File: config.mk
export PLATFORM = sky130hd
export DESIGN_NAME = sdram_req_queue
export DESIGN_NICKNAME = d
export VERILOG_FILES = /design/src/rtl/sdram_req_queue.sv
export SDC_FILE = /design/constraint.sdc
export NUM_CORES = 1
export LEC_CHECK = 0
export BUFFER_PORTS_ARGS = -buffer_cell sky130_fd_sc_hd__buf_4
export CORE_ASPECT_RATIO = 0.9
export CORE_UTILIZATION = 52
export CTS_BUF_LIST = sky130_fd_sc_hd__clkbuf_8
export DETAILED_ROUTE_END_ITERATION = 6
export PLACE_DENSITY_LB_ADDON = 0.15
export SYNTH_ARGS = -nofsm -noshare
export SYNTH_HDL_FRONTEND = slang
export SYNTH_SLANG_ARGS = --single-unit
File: constraint.sdc
create_clock -name iclk -period 4.1 [get_ports iclk]
set_clock_uncertainty 0.05 [all_clocks]
set_input_delay 0.41 -clock iclk [delete_from_list [all_inputs] [get_ports iclk]]
set_output_delay 0.41 -clock iclk [all_outputs]
set_load 0.05 [all_outputs]
File: src/rtl/sdram_req_queue.sv
// sdram_req_queue: command FIFO in front of the SDRAM controller.
// Drains the FIFO one command at a time over the controller's level req / pulse ack
// handshake, returns read data as a single-cycle pulse, and retires any command
// whose ack never arrives once the watchdog expires.
module sdram_req_queue #(
  parameter int unsigned DEPTH   = 8,
  parameter int unsigned ADDR_W  = 22,
  parameter int unsigned DATA_W  = 16,
  parameter int unsigned TIMEOUT = 65535
) (
  input  logic                    iclk,
  input  logic                    ireset_n,
  input  logic                    icmd_valid,
  input  logic                    icmd_we,
  input  logic [ADDR_W-1:0]       icmd_addr,
  input  logic [DATA_W-1:0]       icmd_wdata,
  output logic                    ocmd_ready,
  output logic                    ordata_valid,
  output logic [DATA_W-1:0]       ordata,
  output logic                    owrite_req,
  output logic [ADDR_W-1:0]       owrite_address,
  output logic [DATA_W-1:0]       owrite_data,
  input  logic                    iwrite_ack,
  output logic                    oread_req,
  output logic [ADDR_W-1:0]       oread_address,
  input  logic                    iread_ack,
  input  logic [DATA_W-1:0]       iread_data,
  output logic [$clog2(DEPTH):0]  ocount,
  output logic                    ofull,
  output logic                    oempty,
  output logic                    oerr
);

  localparam int unsigned PTR_W   = $clog2(DEPTH);
  localparam int unsigned CNT_W   = PTR_W + 1;
  localparam int unsigned ENT_W   = 1 + ADDR_W + DATA_W;
  localparam int unsigned WD_W    = (TIMEOUT > 1) ? $clog2(TIMEOUT) : 1;
  localparam int unsigned TO_LAST = (TIMEOUT == 0) ? 0 : TIMEOUT - 1;
  localparam bit          WD_EN   = (TIMEOUT != 0);

  localparam logic [1:0] S_IDLE = 2'd0;
  localparam logic [1:0] S_WR   = 2'd1;
  localparam logic [1:0] S_RD   = 2'd2;

  logic [ENT_W-1:0]  mem [DEPTH];

  logic [1:0]        state_q,   state_d;
  logic [PTR_W-1:0]  wr_ptr_q,  wr_ptr_d;
  logic [PTR_W-1:0]  rd_ptr_q,  rd_ptr_d;
  logic [CNT_W-1:0]  count_q,   count_d;
  logic              full_q,    full_d;
  logic              empty_q,   empty_d;
  logic              ready_q,   ready_d;
  logic [WD_W-1:0]   wd_q,      wd_d;
  logic              wr_req_q,  wr_req_d;
  logic [ADDR_W-1:0] wr_addr_q, wr_addr_d;
  logic [DATA_W-1:0] wr_data_q, wr_data_d;
  logic              rd_req_q,  rd_req_d;
  logic [ADDR_W-1:0] rd_addr_q, rd_addr_d;
  logic [DATA_W-1:0] rdata_q,   rdata_d;
  logic              rvalid_q,  rvalid_d;
  logic              err_q,     err_d;

  logic              push_c;
  logic              pop_c;
  logic              timeout_c;
  logic [ENT_W-1:0]  head_c;
  logic              head_we_c;
  logic [ADDR_W-1:0] head_addr_c;
  logic [DATA_W-1:0] head_data_c;

  // Head-of-queue decode; a full queue never accepts, even in a popping cycle.
  assign push_c      = icmd_valid && !full_q;
  assign head_c      = mem[rd_ptr_q];
  assign head_we_c   = head_c[ENT_W-1];
  assign head_addr_c = head_c[DATA_W +: ADDR_W];
  assign head_data_c = head_c[DATA_W-1:0];
  assign timeout_c   = WD_EN && (wd_q == WD_W'(TO_LAST));

  // Next-state: issue FSM, watchdog, FIFO bookkeeping.
  always_comb begin
    state_d   = state_q;
    wd_d      = wd_q;
    wr_req_d  = wr_req_q;
    wr_addr_d = wr_addr_q;
    wr_data_d = wr_data_q;
    rd_req_d  = rd_req_q;
    rd_addr_d = rd_addr_q;
    rdata_d   = rdata_q;
    rvalid_d  = 1'b0;
    err_d     = err_q;
    pop_c     = 1'b0;

    unique case (state_q)
      S_IDLE: begin
        if (count_q != '0) begin
          wd_d = '0;
          if (head_we_c) begin
            wr_req_d  = 1'b1;
            wr_addr_d = head_addr_c;
            wr_data_d = head_data_c;
            state_d   = S_WR;
          end else begin
            rd_req_d  = 1'b1;
            rd_addr_d = head_addr_c;
            state_d   = S_RD;
          end
        end
      end
      S_WR: begin
        if (iwrite_ack) begin
          wr_req_d = 1'b0;
          pop_c    = 1'b1;
          state_d  = S_IDLE;
        end else if (timeout_c) begin
          wr_req_d = 1'b0;
          pop_c    = 1'b1;
          err_d    = 1'b1;
          state_d  = S_IDLE;
        end else if (WD_EN) begin
          wd_d = wd_q + WD_W'(1);
        end
      end
      S_RD: begin
        if (iread_ack) begin
          rd_req_d = 1'b0;
          rdata_d  = iread_data;
          rvalid_d = 1'b1;
          pop_c    = 1'b1;
          state_d  = S_IDLE;
        end else if (timeout_c) begin
          rd_req_d = 1'b0;
          pop_c    = 1'b1;
          err_d    = 1'b1;
          state_d  = S_IDLE;
        end else if (WD_EN) begin
          wd_d = wd_q + WD_W'(1);
        end
      end
      default: begin
        wr_req_d = 1'b0;
        rd_req_d = 1'b0;
        state_d  = S_IDLE;
      end
    endcase

    wr_ptr_d = wr_ptr_q + PTR_W'(push_c);
    rd_ptr_d = rd_ptr_q + PTR_W'(pop_c);
    count_d  = count_q + CNT_W'(push_c) - CNT_W'(pop_c);
    full_d   = (count_d == CNT_W'(DEPTH));
    empty_d  = (count_d == '0);
    ready_d  = !full_d;
  end

  // State and output registers; reset drops any req immediately.
  always_ff @(posedge iclk or negedge ireset_n) begin
    if (!ireset_n) begin
      state_q   <= S_IDLE;
      wr_ptr_q  <= '0;
      rd_ptr_q  <= '0;
      count_q   <= '0;
      full_q    <= 1'b0;
      empty_q   <= 1'b1;
      ready_q   <= 1'b1;
      wd_q      <= '0;
      wr_req_q  <= 1'b0;
      wr_addr_q <= '0;
      wr_data_q <= '0;
      rd_req_q  <= 1'b0;
      rd_addr_q <= '0;
      rdata_q   <= '0;
      rvalid_q  <= 1'b0;
      err_q     <= 1'b0;
    end else begin
      state_q   <= state_d;
      wr_ptr_q  <= wr_ptr_d;
      rd_ptr_q  <= rd_ptr_d;
      count_q   <= count_d;
      full_q    <= full_d;
      empty_q   <= empty_d;
      ready_q   <= ready_d;
      wd_q      <= wd_d;
      wr_req_q  <= wr_req_d;
      wr_addr_q <= wr_addr_d;
      wr_data_q <= wr_data_d;
      rd_req_q  <= rd_req_d;
      rd_addr_q <= rd_addr_d;
      rdata_q   <= rdata_d;
      rvalid_q  <= rvalid_d;
      err_q     <= err_d;
    end
  end

  // FIFO storage; contents need no reset since the pointers gate visibility.
  always_ff @(posedge iclk) begin
    if (push_c) begin
      mem[wr_ptr_q] <= {icmd_we, icmd_addr, icmd_wdata};
    end
  end

  assign ocmd_ready     = ready_q;
  assign ordata_valid   = rvalid_q;
  assign ordata         = rdata_q;
  assign owrite_req     = wr_req_q;
  assign owrite_address = wr_addr_q;
  assign owrite_data    = wr_data_q;
  assign oread_req      = rd_req_q;
  assign oread_address  = rd_addr_q;
  assign ocount         = count_q;
  assign ofull          = full_q;
  assign oempty         = empty_q;
  assign oerr           = err_q;

endmodule

==> qor.csv <==
stage,metric,value,unit
clock_tree,clk root buf,clkbuf_8,
worst_hold_path,hold path startpoint,iwrite_ack,
finish,share of cells above drive strength 1,41.1,%
placement,# port buffers,146,
finish,P&R area growth vs syn,20.9,%
yosys,Simple-Gate Fraction of Synth Area,2.94,%
clock_tree,"Clk Latency, worst-skew pair",0.59,ns
pwr,leakage dissipation,0.00750,uW
worst_setup_path,path type of the worst setup path,register to register,
global_routing,met1 Use GR,29.2,%
finish,Final nets,1148,
drt,routed wire length,32600,um
worst_setup_path,flop-to-flop setup slack,0.64,ns
pwr,total power,16000,uW
finish,"most common cell after layout, fill and taps aside",edfxtp_1,
yosys,post-synthesis mux area share,19.3,%
yosys,post-synthesis compound-gate area fraction,1.74,%
placement,RD Place Congestion,0.773,
finish,most frequent cells in the layout,"312 x edfxtp_1, 165 x buf_4, 106 x dfrtp_1, 77 x mux4_2, 74 x mux2_2",
yosys,Most used DFF post-synth,edfxtp_1,
worst_setup_path,Worst setup EP type,register,
clock_tree,CTS tree,done,
finish,post-layout util,64.7,%
finish,# fillers,2138,
clock_tree,TritonCTS Buffers,69,
clock_tree,clk buf depth,3,
global_routing,grt met3 use,4.06,%
yosys,Yosys top cell area share,56.1,%
yosys,synthesized cell area,16700,um^2
floorplanning,Initial Util,53.5,%
yosys,number of synthesized flops with an enable pin,312,
placement,HPWL Detailed,18500,um
global_routing,first-pass GRT wire length,50700,um
clock_tree,Clock transition at path regs,0.06,ns
floorplanning,I/O pins,147,
timing,actual slew at the worst max-slew pin,1.18,ns
drt,Detail Route Antenna Nets,0,
drt,router iterations before antenna repair,5,
clock_tree,Setup Buffers After CTS,0,
clock_tree,CTS Hold Bufs,56,
timing,Setup TNS,0,ns
yosys,largest family of logic cells by synthesized area,multiplexers,
global_routing,GR Layer Usage met2,32.3,%
floorplanning,core area,31200,um^2
yosys,Post-synth ARST share,26.2,%
floorplanning,Die Span Y,172,um
floorplanning,Die Wd,191,um
drt,drt wl/cell,21.2,um
timing,Slew HR,21.0,%
yosys,sequential share of the synthesized area,72.7,%
placement,Placed Cells,1354,
timing,hold violation count in the final report,0,
yosys,syn_area_per_cell,20.5,um^2
flow_run,Max-Cap Viols,0,
timing,fmax,289,MHz
pwr,peak supply drop,0.631,mV
floorplanning,Rows,61,
timing,RSZ-0062 raised after global routing,false,
worst_setup_path,"Max FO, Critical Path",6,
drt,DR DRC count,0,
worst_setup_path,FF-to-FF Start,wd_q[0]$_DFFE_PN0P_,
timing,Finish-stage setup viols,0,
drt,First DRT Iteration DRCs,416,
yosys,XOR/XNOR share of the synthesized area,0.210,%
worst_setup_path,Worst EP required,4.56,ns
yosys,ranking of synthesized cells by area,"edfxtp_1 56%, dfrtp_1 16%, mux4_2 10%",
timing,Slew Limit Fails,0,
global_routing,vias in the first global route,9065,
global_routing,grt peak-use layer,met2,
global_routing,GRT Total Usage,20.6,%
worst_hold_path,Hold Path Cell Cnt,4,
clock_tree,H-tree depth,3,
worst_hold_path,Hold Path Sink,owrite_req$_DFFE_PN0P_,
global_routing,largest net degree at the start of global routing,53,
yosys,Post-Syn Nets,892,
outcome,outcome,finished clean,
floorplanning,Die ar.,32800,um^2
worst_setup_path,startpoint types,register,
yosys,"area leader, netlist",edfxtp_1,
yosys,Synth Register Bits,423,
clock_tree,post-cts resize count,0,
timing,post-layout min period,3.46,ns
timing,fin crit share,84.4,%
worst_setup_path,Reg2Reg Depth,13,
clock_tree,CTS Sinks,423,
yosys,Netlist cell types,52,
yosys,Post-Synth Adder-Cell Area,1.24,%
worst_hold_path,Hold Crit Class,input pin to register,
worst_setup_path,CP Data Arrival Time,3.92,ns
worst_setup_path,Reg-to-Reg End,ocmd_ready$_DFF_PN1_,
yosys,cells after synthesis,816,
drt,via/cell ratio,5.53,
global_routing,initial antenna violation count,1,
drt,vias,8514,
finish,final std cells w/o fill,1539,
pwr,pwr dens,794,nW/um^2
yosys,Yosys Warn Count,0,
global_routing,GRT overflow,0,
cell type report:
| type | instances | area [um^2] | area share, % |
|---|---|---|---|
| diodes | 1 | 2.50 | 0.0124 |
| clock buffers | 70 | 963 | 4.77 |
| clock inverters | 58 | 347 | 1.72 |
| inverters | 18 | 67.6 | 0.334 |
| multi-input cells | 338 | 4330 | 21.4 |
| flip-flops and latches | 423 | 12200 | 60.2 |
| well taps | 409 | 512 | 2.53 |
| repair buffers | 222 | 1820 | 9.01 |
power by group:
part	internal [uW]	switching, uW	total (uW)
combinational	2830	3640	6480
clock	1800	1640	3450
sequential	5600	524	6120
layer usage:
layer	share of wire (%)	wire length (um)	vias up
li1	-	-	3823
met1	46	14900	4420
met5	0	0	-
met3	4.7	1530	52
met2	48	15600	219
met4	1.8	601	0
Yosys cell counts (8+ instances only):
cell type and instances:
clkbuf_1 12, edfxtp_1 312, mux4_2 77, o31ai_1 10, nand2_1 8, inv_1 18, buf_2 9, nand2b_1 10
nor2_1 11, or4_1 11, buf_6 10, a21oi_1 14, dfrtp_1 109, nand4_1 10, mux2_4 40, ha_1 15
mux2_2 74
worst max path at each step:
stage,from,to,slack (ns)
after floorplan,state_q[0]$_DFFE_PN0N_,ocmd_ready$_DFF_PN1_,0.74
after global placement,wd_q[0]$_DFFE_PN0P_,ocmd_ready$_DFF_PN1_,0.72
after detailed placement,wd_q[0]$_DFFE_PN0P_,ocmd_ready$_DFF_PN1_,0.65
after CTS,wd_q[0]$_DFFE_PN0P_,ocmd_ready$_DFF_PN1_,0.64
after global routing,wd_q[0]$_DFFE_PN0P_,ocmd_ready$_DFF_PN1_,0.47
final,wd_q[0]$_DFFE_PN0P_,ocmd_ready$_DFF_PN1_,0.64
metrics by stage:
stage	hold WS, ns	cell area, um^2	worst slack, ns
4_1_cts	0.247	20200	0.640
2_1_floorplan	0.0644	16700	0.735
3_5_place_dp	0.369	18300	0.645
3_3_place_gp	0.366	18300	0.721
5_1_grt	0.278	20200	0.473
6_report	0.286	20200	0.641
critical path: stages (launching register included):
cell	delay (ns)
dfrtp_1	0.42
inv_1	0.08
ha_1	0.15
nand4_1	0.19
or4_1	0.60
a21oi_1	0.28
ha_1	0.28
inv_1	0.05
ha_1	0.15
inv_1	0.06
fa_1	0.47
inv_1	0.05
or3_1	0.41
nand2b_1	0.16
flip-flops by register name, indices dropped and copies added, names as in the netlist:
register,cells
state_q,2
ocount,4
owrite_req,1
owrite_data,16
mem,312
wr_ptr_q,3
oempty,1
owrite_address,22
oread_req,1
oread_address,22
wd_q,16
ordata,16
rd_ptr_q,3
ocmd_ready,1
oerr,1
ordata_valid,1
ofull,1
logic make-up (layout without fill, tap and decap cells):
family                   after synthesis  after routing
AO/OA/AOI/OAI                         43             43
XOR/XNOR                               4              4
adder cells (fa/ha/maj)               16             16
buffers and inverters                 55            368
flip-flops                           423            423
multiplexers                         197            197
other                                  0              1
AND/OR/NAND/NOR                       78             78
Power figures use the tool's default switching activity.
